File: src/rtl/alu_cmd_sequencer.sv
// Command stage in front of the 8-bit ALU: registers one op per handshake, waits a
// fixed settle time, captures the ALU result into a held valid/ready output register.
module alu_cmd_sequencer #(
    parameter int DATA_W        = 8,
    parameter int SETTLE_CYCLES = 1
) (
    input  logic                  clk,
    input  logic                  rst,
    input  logic                  cmd_valid,
    output logic                  cmd_ready,
    input  logic [1:0]            cmd_op,
    input  logic [DATA_W-1:0]     cmd_a,
    input  logic [DATA_W-1:0]     cmd_b,
    input  logic                  cmd_c,
    output logic [DATA_W-1:0]     alu_A,
    output logic [DATA_W-1:0]     alu_B,
    output logic                  alu_c,
    output logic [1:0]            alu_sel,
    input  logic [2*DATA_W-1:0]   alu_out,
    input  logic                  alu_flag,
    output logic                  res_valid,
    input  logic                  res_ready,
    output logic [2*DATA_W-1:0]   res_data,
    output logic                  res_flag,
    output logic [7:0]            op_count
);

    typedef enum logic [1:0] {S_IDLE, S_WAIT, S_HOLD} state_t;

    localparam logic [3:0] SETTLE_INIT = 4'(SETTLE_CYCLES - 1);

    state_t              state, state_nxt;
    logic [3:0]          wait_cnt;
    logic [2*DATA_W-1:0] last_res;
    logic                accept, capture, release_res;

    always_ff @(posedge clk) begin
        if (rst) state <= S_IDLE;
        else     state <= state_nxt;
    end

    always_comb begin
        state_nxt   = state;
        cmd_ready   = 1'b0;
        accept      = 1'b0;
        capture     = 1'b0;
        release_res = 1'b0;
        case (state)
            S_IDLE: begin
                cmd_ready = 1'b1;
                if (cmd_valid) begin
                    accept    = 1'b1;
                    state_nxt = S_WAIT;
                end
            end
            S_WAIT: begin
                if (wait_cnt == 4'd0) begin
                    capture   = 1'b1;
                    state_nxt = S_HOLD;
                end
            end
            S_HOLD: begin
                if (res_ready) begin
                    release_res = 1'b1;
                    state_nxt   = S_IDLE;
                end
            end
            default: state_nxt = S_IDLE;
        endcase
    end

    // alu_* only change on accept so the ALU sees stable inputs across the settle window
    always_ff @(posedge clk) begin
        if (rst) begin
            alu_A     <= '0;
            alu_B     <= '0;
            alu_c     <= 1'b0;
            alu_sel   <= 2'b00;
            wait_cnt  <= 4'd0;
            last_res  <= '0;
            res_valid <= 1'b0;
            res_data  <= '0;
            res_flag  <= 1'b0;
            op_count  <= 8'd0;
        end else begin
            if (accept) begin
                alu_A    <= (cmd_op == 2'b11) ? last_res[DATA_W-1:0] : cmd_a;
                alu_B    <= cmd_b;
                alu_c    <= cmd_c;
                alu_sel  <= (cmd_op == 2'b11) ? 2'b00 : cmd_op;
                wait_cnt <= SETTLE_INIT;
            end
            if (state == S_WAIT && !capture)
                wait_cnt <= wait_cnt - 4'd1;
            if (capture) begin
                res_data  <= alu_out;
                res_flag  <= alu_flag;
                last_res  <= alu_out;
                res_valid <= 1'b1;
            end
            if (release_res) begin
                res_valid <= 1'b0;
                op_count  <= op_count + 8'd1;
            end
        end
    end

endmodule

File: config.mk
export PLATFORM = sky130hd
export DESIGN_NAME = alu_cmd_sequencer
export DESIGN_NICKNAME = d
export VERILOG_FILES = /design/src/rtl/alu_cmd_sequencer.sv
export SDC_FILE = /design/constraint.sdc
export NUM_CORES = 1
export LEC_CHECK = 0
export CORE_MARGIN = 3
export CORE_UTILIZATION = 39
export CTS_BUF_LIST = sky130_fd_sc_hd__clkbuf_8
export CTS_CLUSTER_DIAMETER = 100
export DETAILED_ROUTE_END_ITERATION = 8
export PLACE_DENSITY = 0.83
export SETUP_SLACK_MARGIN = 0.5
export SYNTH_ARGS = -nofsm -noshare
export SYNTH_HDL_FRONTEND = slang
export SYNTH_SLANG_ARGS = --single-unit
File: constraint.sdc
create_clock -name clk -period 1.8 [get_ports clk]
set_input_delay 0.27 -clock clk [delete_from_list [all_inputs] [get_ports clk]]
set_output_delay 0.27 -clock clk [all_outputs]
set_load 0.02 [all_outputs]
After elaboration in Yosys (flattened, before gate mapping)
Cells that the tools add are included.
- word-level logic and storage cells: 40
- output and inout port bits: 46
- register bits: 51
- input port bits: 40
- $add $sub $neg: 2
- equality and inequality tests: 6
- muxes and demuxes: 15
- reduce and logical (&&, ||, !) cells: 7
- operators by type and width (operator ; number):
    $add 8x1->8 const B ; 1
    $mux 2 ; 4
    $mux 4 ; 2
    $mux 8 ; 1
    $mux 1 ; 7
    $ne 2x2->1 const B ; 3
    $pmux 2 s3 ; 1
    $eq 2x2->1 const B ; 2
    $logic_not 4->1 ; 1
    $sub 4x1->4 const B ; 1
    $reduce_and 3->1 ; 1
    $eq 2x1->1 const B ; 1
    $logic_not 2->1 ; 1
    $reduce_bool 2->1 ; 1
    $reduce_or 2->1 ; 1
    $logic_and 1x1->1 ; 1
    $logic_not 1->1 ; 1

Logic depth before layout (Yosys ltp)
Gate-level depths: netlist of run 1.
- depth after elaboration: 6
- mapped depth: 7
- gate-level depth less buffers: 5

Worst setup path after synthesis of run 1
OpenSTA, ideal clock, no wires.
- kind: reg-to-reg
- start point: register wait_cnt[0]
- end point: register last_res[0]
- clock period less this slack: 1.521 ns
- library setup time: 0.132 ns
- setup slack: 0.279 ns
- arrival: 1.389 ns
- path buffers: 2
- data required time: 1.668 ns
- cell stages (with the launch flop): 8
- cell sequence: dfxtp_1 -> inv_1 -> ha_1 -> or3b_1 -> clkbuf_1 -> buf_2 -> o21ai_0 -> a21oi_1
- word-level cells in the longest chain between the ends: 3
- RTL lines (what ; line ; RTL):
    from (decl) ; 33 ; logic [3:0] wait_cnt;
    from (signal assigned) ; 94 ; wait_cnt <= wait_cnt - 4'd1;
    $logic_not 4->1 ; 57 ; if (wait_cnt == 4'd0) begin
    $mux 1 ; 57 ;
    $mux 1 ; 48 ; case (state)
    to (signal assigned) ; 98 ; last_res <= alu_out;
    to (decl) ; 34 ; logic [2*DATA_W-1:0] last_res;
No other way between the ends.
A chain may end at the register's enable or synchronous reset.

Worst setup path in the final report of run 1
- start point: register wait_cnt[0]
- end point: register wait_cnt[3]
- word-level cells in the longest chain between the ends: 6
- elaborated cells on any way between the ends: 8
- classes of those cells: add/sub (1); mux (3); reduce/logical (4)
- RTL lines (what ; line ; RTL):
    $logic_not 4->1 ; 57 ;
    $mux 1 ; 57 ;
    $mux 1 ; 48 ;
    $logic_not 1->1 ; 93 ; if (state == S_WAIT && !capture)
    $logic_and 1x1->1 ; 93 ;
    $mux 4 or $reduce_bool 2->1 (tied branches) ; -- ;
Several ways; a longest one is shown, not always the timed one.

==> reports/results.ini, run 1 <==
[placement]
dp_hpwl_mm=3.94
dp_cells=399
port_buffers=85
gp_congestion=0.800
dpl_cell_area_um2=3080
post-place-ws_ps=116

[cells_and_area]
syn2layout_area_growth_pct=66.1
drive_above_1_share=0.275
fin_cells=434
nFillCells=418
layout_commonest_cell=dfxtp_1
fin_util=0.684
fin_area_um2=3560
mostFrequentLayoutCells=dfxtp_1, clkdlybuf4s50_1, a21oi_1
regArea_um2=1050
layout.nets=405
multi_input_area_um2=1190
antenna_cells=0

[routing]
routed_wl_mm=6.81
drtIter0Drc=138
drt.antenna.violating_nets=0
avgViaCountPerCell=5.28
firstDrtPassIters=4
num_vias=2291
wl_per_cell_um=15.7
post-route-drc-count=0

[outcome]
status=completed

[hold_path]
min_to=alu_B[2]$_SDFFE_PP0P_
hold_path_depth=2
min_from=alu_B[2]$_SDFFE_PP0P_
hp-class=reg -> reg

[global_route]
grt_remaining_overflow=0
grt_usage=0.192
antenna_found_initial=0
grt_pass1_wl_mm=9.93
first_global_vias=2061
grt_max_degree=31

[synthesis]
avgSynthCellArea_um2=8.37
synthSimpleGateAreaFrac=0.243
synthMuxAreaShare=0.00467
synth_cell_type_count=30
yosysWarnings=0
synth_top_family_by_area=simple AND/OR/NAND/NOR gates
synth_xor_area_frac=0.00409
ys_ff_latch=51
synth-compound-area-share=0.198
syn_nets=298
synthAdderAreaFrac=0.0117
syn_inst=256
seq_area_frac_synth=0.476
netlist_area_um2=2140

[sta]
clock_skew_ps=9.45
fin_crit_sh=0.806
timing.final.max_slew_violations=0
setup_viol=0
hold_viol=0
max_slew_margin=0.622
grt_setup_unrepaired=yes
min_period_ps=1450
timing.fmax_mhz=689
tightest_slew_ps=568
tns_ps=0
hold_slack_ps=453
timing.final.ws_setup_ps=348

[floorplanning]
start_util=0.412
die_w_um=80.1
num_rows=26
ios=86
die_area_um2=6420
die_y_um=80.1
core_area_um2=5200

[critical_path]
critPathMaxFanout=3
reg2reg_depth=3
cp-start-kind=flop
r2r_slack_ps=350
r2r-end=wait_cnt[3]$_SDFFE_PP0P_
cp.required_ps=2020
endpoint_kind=flop
arrival_ps=1670
criticalPathCategory=reg -> reg
rr_startpoint=wait_cnt[0]$_SDFFE_PP0P_

[cts]
htree_levels=2
cts_tree=built
numCtsBuffers=5
cts_sinks=51
path_clk_slew_ps=90
cts_max_path_buffers=2
clock_latency_ps=300
cts_root_buf=clkbuf_8

[pwr]
p_leak_nw=1.47
peakVddDrop_mv=0.389
power_mw=2.51
p_per_area_nw_per_um2=705

[job]
max-cap-violations=0

==> cells by family (layout without fill, tap and decap cells) <==
logic type | count (synthesis) | after routing
XOR/XNOR | 1 | 1
flip-flops | 51 | 51
adder cells (fa/ha/maj) | 2 | 2
AO/OA/AOI/OAI | 76 | 76
AND/OR/NAND/NOR | 99 | 103
multiplexers | 1 | 1
buffers and inverters | 26 | 130
==> area by class of cell <==
cell class                      instances  share of cell area
Inverter                                4             0.00422
Multi-Input combinational cell        183               0.335
Clock buffer                            5              0.0193
Clock inverter                          3              0.0105
Sequential cell                        51               0.294
Timing Repair Buffer                  118               0.313
Tap cell                               70              0.0246
==> synth_stat cells <==
master / number / area, um^2
dfxtp_1: 51 / 1020
nor3b_1: 3 / 22.5
ha_1: 2 / 25.0
or3_1: 5 / 31.3
buf_2: 6 / 30.0
nor3b_4: 1 / 18.8
o211ai_1: 2 / 15.0
buf_6: 2 / 22.5
mux2i_1: 1 / 10.0
nor2b_1: 2 / 12.5
inv_1: 4 / 15.0
o21ai_0: 22 / 110
a31oi_1: 1 / 6.26
buf_4: 1 / 7.51
or3b_1: 1 / 8.76
or4_1: 4 / 30.0
o31ai_1: 3 / 22.5
a311oi_1: 8 / 70.1
or3b_2: 1 / 8.76
nand2_1: 30 / 113
clkbuf_8: 1 / 13.8
nor4bb_1: 1 / 10.0
nand2b_1: 1 / 6.26
nand3b_1: 3 / 22.5
clkbuf_1: 12 / 45.0
xor2_1: 1 / 8.76
a21oi_1: 40 / 200
nor2_1: 14 / 52.6
nand4b_4: 1 / 23.8
nand3_1: 32 / 160
==> timing repair <==
item | 4_1_cts | 5_1_grt
endpoints found under the setup margin | 75 | 59
resized for setup | 80 | 61
pin swaps | 4 | 23
hold buffers | 0 | 0
cloned | 5 | 3
setup buffers | 7 | 12
==> worst max-delay path, cell delays in order, from the launching register on <==
cell     delay [ps]
dfxtp_2         340
or3_1           400
or4_4           490
a31oi_1         150
==> report_power, final <==
part	internal (mW)	switching, mW
registers	1.18	0.0361
logic	0.258	0.260
clock network	0.406	0.369
==> state kept, by name, indices dropped and copies added (netlist names) <==
| register | cells |
|---|---|
| alu_A | 8 |
| last_res | 16 |
| alu_c | 1 |
| op_count | 8 |
| alu_sel | 2 |
| alu_B | 8 |
| state | 2 |
| res_flag | 1 |
| wait_cnt | 4 |
| res_valid | 1 |
==> worst max path at each step <==
stage	depth (start not counted)	from	slack, ps	endpoint
2_1_floorplan	7	wait_cnt[1]$_SDFFE_PP0P_	390	last_res[0]$_SDFFE_PP0P_
3_3_place_gp	4	res_ready	150	op_count[6]$_SDFFE_PP0P_
3_5_place_dp	4	res_ready	120	op_count[6]$_SDFFE_PP0P_
4_1_cts	6	wait_cnt[1]$_SDFFE_PP0P_	380	last_res[8]$_SDFFE_PP0P_
5_1_grt	5	state[0]$_SDFFE_PP0P_	270	wait_cnt[3]$_SDFFE_PP0P_
6_report	3	wait_cnt[0]$_SDFFE_PP0P_	350	wait_cnt[3]$_SDFFE_PP0P_
==> per-layer routing <==
layer | track usage | up-vias | routed length (um)
met5 | 0 | - | 0
met4 | 0.0473 | 0 | 102
met3 | 0.0291 | 10 | 338
met2 | 0.334 | 68 | 3470
met1 | 0.247 | 1071 | 2900
li1 | - | 1142 | -
Power figures use the tool's default switching activity.
==> run 2: changes to the inputs <==
==> constraint.sdc (replaced) <==
create_clock -name clk -period 1.5 [get_ports clk]
set_input_delay 0.225 -clock clk [delete_from_list [all_inputs] [get_ports clk]]
set_output_delay 0.225 -clock clk [all_outputs]
set_load 0.02 [all_outputs]
==> run 2 against run 1 <==
- the run now ends with negative setup slack left
- utilization increased by 17 points
- clock power increased by 47%
- critical path type unchanged
- sequential share of layout area decreased by 4.2 points
- die area unchanged
- worst hold slack got worse by 160 ps
- critical endpoint is now last_res[5]$_SDFFE_PP0P_
==> reports/results.ini, run 2 (synthesis results as in run 1) <==
[cells_and_area]
drive_above_1_share=0.654
regArea_um2=1120
largest_reg_flops=16
layout.nets=440
nFillCells=251
mostFrequentLayoutCells=buf_6, buf_4, clkdlybuf4s50_1
top_register=last_res
antenna_cells=0
multi_input_area_um2=1460
layout_commonest_cell=buf_6
syn2layout_area_growth_pct=107

[pwr]
p_int_mw=2.56
peakVddDrop_mv=0.676
p_per_area_nw_per_um2=800
p_sw_mw=0.986
power.clock.fraction=0.322
swShare=0.278
seqPwrFrac=0.418
power_mw=3.55
share_comb_of_total_power=0.260
p_leak_nw=1.76

[floorplanning]
die_w_um=80.1
die_y_um=80.1
die_area_um2=6420
num_rows=26
start_util=0.412
core_area_um2=5200
ios=86

[cts]
cts_root_buf=clkbuf_8
numCtsBuffers=5
htree_levels=2
cts_tree=built
cts_max_path_buffers=2
clock_latency_ps=320
cts_sinks=51
path_clk_slew_ps=90

[global_route]
grt_remaining_overflow=0
first_global_vias=2340
grt_pass1_wl_mm=10.8
antenna_found_initial=0
grt_usage=0.211
grt_max_degree=39

[sta]
tightest_slew_ps=362
setup_viol=4
max_slew_margin=0.758
grt_setup_unrepaired=yes
timing.final.max_slew_violations=0
fin_crit_sh=1.02
clock_skew_ps=16.5
hold_viol=0
min_period_ps=1530
timing.fmax_mhz=654
timing.final.ws_setup_ps=-30.0

[job]
max-cap-violations=0

[routing]
num_vias=2706
wl_met3_um=743
post-route-drc-count=0
avgViaCountPerCell=5.77
wl_met1_mm=3.82
highest_layer=met4
dr_wl_met2_mm=5.09
drtIter0Drc=211
routed_wl_mm=9.84
firstDrtPassIters=5
drt.antenna.violating_nets=0
wl_per_cell_um=21.0

[critical_path]
critical-path-top-delay-family=simple AND/OR/NAND/NOR gates
slowest_delay_ps=440
crit_buf_inv=2
criticalPathCategory=reg -> reg
path_cells=inv_2, ha_4, or3b_4, buf_6, o21ai_2, a21oi_1
arrival_ps=1720
cp-start-kind=flop
r2r_slack_ps=-30
endpoint_kind=flop
slowest_stage=or3b_4
cp.required_ps=1690
critPathMaxFanout=5

[outcome]
status=finished with violations
violations=negative setup slack

[placement]
dp_hpwl_mm=4.20
gp_congestion=0.771
port_buffers=85
post-place-ws_ps=-147

[hold_path]
hp-class=in -> reg

-- run 2: cell count changes in the layout (fill, tap and decap cells not counted), moves of 9 or more --
cell	change
a21oi_1	-17
a21oi_2	+17
buf_4	+22
buf_6	+56
dfxtp_1	-39
dfxtp_2	+30
dfxtp_4	+9
dlygate4sd2_1	-31
nand2_1	-13
-- run 2: power by group through the flow --
| stage | Sequential, mW | Clock (mW) | Combinational, mW |
|---|---|---|---|
| after detailed placement | 1.50 | 0 | 0.577 |
| final | 1.48 | 1.14 | 0.925 |
| after CTS | 1.49 | 1.12 | 0.628 |
| after floorplan | 1.57 | 0 | 0.210 |
| after global routing | 1.49 | 1.20 | 0.961 |
| after global placement | 1.49 | 0 | 0.569 |
-- run 2: what timing repair did --
action,in CTS,in global routing
setup buffers,16,32
pin swaps,15,47
gates resized for setup,342,123
hold buffers,0,0
cloned,4,4
setup endpoints to repair,97,95
-- run 2: stage by stage --
step,area (um^2),TNS [ps],util,instances,hold WS [ps]
finish,4440,-62.8,0.852,469,289
global route,4440,-386,0.852,469,290
CTS,3640,0,0.699,433,280
detailed placement,3170,-1230,0.609,405,444
global placement,3170,-444,0.609,405,438
floorplan,2230,0,-,256,361
-- run 2: per-layer routing --
layer	global-route usage	up-vias
li1	-	1202
met1	0.241	1328
met2	0.380	147
met3	0.0561	29
met4	0.0642	0
met5	0	-
-- run 2: path summary, 6_finish.rpt --
kind / startpoint / to / cells after the start
worst max register to register: wait_cnt[0]$_SDFFE_PP0P_ / last_res[5]$_SDFFE_PP0P_ / 6
worst min-delay path: rst / last_res[7]$_SDFFE_PP0P_ / 2
worst max-delay path: wait_cnt[0]$_SDFFE_PP0P_ / last_res[5]$_SDFFE_PP0P_ / 6
worst min register to register: last_res[13]$_SDFFE_PP0P_ / last_res[13]$_SDFFE_PP0P_ / 2
-- run 2: cell type report --
class,count,area share
Timing Repair Buffer,156,0.366
Multi-Input combinational cell,180,0.329
Sequential cell,51,0.252
Tap cell,70,0.0197
Clock buffer,5,0.0155
Clock inverter,3,0.0144
Inverter,4,0.00338
==> edit (flow settings as in run 2) <==
The parameter `DATA_W` goes from 8 to 6.
--- a/src/rtl/alu_cmd_sequencer.sv
+++ b/src/rtl/alu_cmd_sequencer.sv
@@ -1,7 +1,7 @@
 // Command stage in front of the 8-bit ALU: registers one op per handshake, waits a
 // fixed settle time, captures the ALU result into a held valid/ready output register.
 module alu_cmd_sequencer #(
-    parameter int DATA_W        = 8,
+    parameter int DATA_W        = 6,
     parameter int SETTLE_CYCLES = 1
 ) (
     input  logic                  clk,
Ports: changed (6 resized); port bits go from 86 to 70. No check against the original RTL was run, so the function may have changed too.
==> edit against run 2 <==
  * Routed wire length fell by 34%
  * Synthesized area fell by 15%
  * Total power fell by 25%
  * Highest routed layer unchanged
  * Critical path type unchanged
  * Cell area fell by 21%
  * Sequential cell count fell by 8
  * Worst setup slack improved by 0.056 ns
  * Synthesized cell count fell by 15%
==> edit: results (changes against run 2) <==
| Metric | Value |
|---|---|
| Top flop regs | `last_res x12, op_count x8` |
| First-pass GRT wire length | `8052 um (-25%)` |
| Share of cells above drive strength 1 | `60.18% (-5.2 points)` |
| Peak VDD IR | `0.0006592 V (-2.5%)` |
| Syn nets | `251 (-16%)` |
| Largest net degree at the start of global routing | `25 (-36%)` |
| Worst hold path class | `in2reg` |
| Port bufs | `69 (-19%)` |
| Non-filler cells, final | `381 (-19%)` |
| Starting DRC count in detailed routing | `54 (-74%)` |
| Synth warn | `0 (unchanged)` |
| Status | `finished clean` |
| Worst slack, placed | `-0.1508 ns (-0.004274 ns)` |
| Top post-synthesis cells by count | `43 x dfxtp_1, 32 x a21oi_1, 25 x nand2_1, 23 x nand3_1` |
| Final GP Congestion | `0.7453 (-3.3%)` |
| Clock buffer count from CTS | `5 (unchanged)` |
| Maximum fanout along the worst path | `4 (-1)` |
| CP peak stage delay | `0.50 ns (+0.06 ns)` |
| Root Buffer | `clkbuf_8` |
| Synth async-reset ratio | `0% (unchanged)` |
| Leak pwr | `1.395 nW (-21%)` |
| Fill count | `289 (+15%)` |
| Relative slew slack | `76.90% (+1.1 points)` |
| Worst Skew | `0.007199 ns (-0.009256 ns)` |
| ANT cells | `0 (unchanged)` |
| Worst path top cell family by delay | `simple AND/OR/NAND/NOR gates` |
| Initial antenna violation count | `0 (unchanged)` |
| Yosys cell types | `33 (+10%)` |
| Placed cells | `334 (-18%)` |
| Post-synthesis sequential area ratio | `47.09% (-0.54 points)` |
| Drt first pass iters | `4 (-1)` |
| Post-Synthesis Cells | `217 (-15%)` |
| Maximum root-to-sink buffer count | `2 (unchanged)` |
| Htree depth | `2 (unchanged)` |
| Max reg flops | `12 (-4)` |
| Vias in the first global route | `1813 (-23%)` |
| DR vias/cell | `5.412 (-6.2%)` |
| WL per Instance | `17.04 um (-19%)` |
| Synth area leaders | `dfxtp_1 47%, a21oi_1 8.8%, nand3_1 6.3%` |
| Critical path's slowest cell | `or4_1` |
| Nets | `362 (-18%)` |
| HPWL after DPL | `3380 um (-20%)` |
| Total GRT Usage | `18.89% (-2.2 points)` |
| Clk_lat worst skew | `0.31 ns` |
| CTS clock-pin slew for the worst setup and hold paths | `0.08 ns` |
## edit: cell types whose count changed after synthesis, moves of 2 or more
cell / change
nand3_1: -9
a21oi_1: -8
dfxtp_1: -8
o21ai_0: -8
nand2_1: -5
o21ai_1: +3
a311oi_1: -2
nor3b_2: +2
## edit: per-stage QoR
step	hold WS, ns	setup TNS [ns]	util (%)	instance area, um2	total power [mW]
CTS	0.4561	0	67.31	2992	2.469
finish	0.4528	0	78.74	3500	2.665
floorplan	0.3655	0	-	1916	1.488
global route	0.4746	-0.001423	78.74	3500	2.759
detailed placement	0.4440	-1.116	59.94	2664	1.724
global placement	0.4377	-0.6485	59.94	2664	1.715
## edit: repair_timing
action	CTS	global route
endpoints found under the setup margin	81	77
resized for setup	263	86
setup buffers	16	19
pin swaps	8	39
cloned	1	3
## edit: final timing paths
| path | slack [ns] | start | cells after the start | end |
|---|---|---|---|---|
| setup reg to reg | 0.03 | wait_cnt[0]$_SDFFE_PP0P_ | 5 | wait_cnt[3]$_SDFFE_PP0P_ |
| hold / removal | 0.45 | cmd_b[3] | 3 | alu_B[3]$_SDFFE_PP0P_ |
| setup / recovery | 0.03 | wait_cnt[0]$_SDFFE_PP0P_ | 5 | wait_cnt[3]$_SDFFE_PP0P_ |
| hold reg to reg | 0.47 | alu_B[1]$_SDFFE_PP0P_ | 2 | alu_B[1]$_SDFFE_PP0P_ |
## edit: cells by family after synthesis
| kind of cell | count (synthesis) | synth area share (%) |
|---|---|---|
| buffers and inverters | 22 | 5.681 |
| muxes | 2 | 1.164 |
| xor gates and xnor gates | 2 | 0.9584 |
| DFF | 43 | 47.09 |
| AOI/OAI and AO/OA | 60 | 18.27 |
| and+or+nand+nor | 86 | 25.46 |
| adders and majority gates | 2 | 1.369 |
## edit: cell type report
class / count / share of cell area (%)
inverter: 4 / 0.4290
clock inverter: 3 / 0.4290
tap: 52 / 1.859
clock buffer: 5 / 1.966
multi-input combinational: 154 / 33.18
timing repair buffer: 120 / 35.65
sequential: 43 / 26.49
## edit: layer usage
metal  track usage, %  share of wire (%)  up-vias
met1            21.84                 41      978
li1                 -                  -      992
met5                0                  0        -
met2            33.27                 51       71
met3            4.324                5.2       21
met4            8.103                2.8        0
## edit: worst reg2reg max path, cell delays in order, from the launching register on
cell	delay [ns]
dfxtp_2	0.35
inv_2	0.05
ha_4	0.16
nor3b_4	0.16
or4_1	0.50
a31oi_1	0.17
## edit: where the power goes
part	leakage, nW	total, mW	switching, mW	internal [mW]
registers	0.370	1.26	0.0567	1.20
clock network	0.0477	0.732	0.413	0.319
logic	0.977	0.678	0.308	0.370
total	1.40	2.67	0.777	1.89
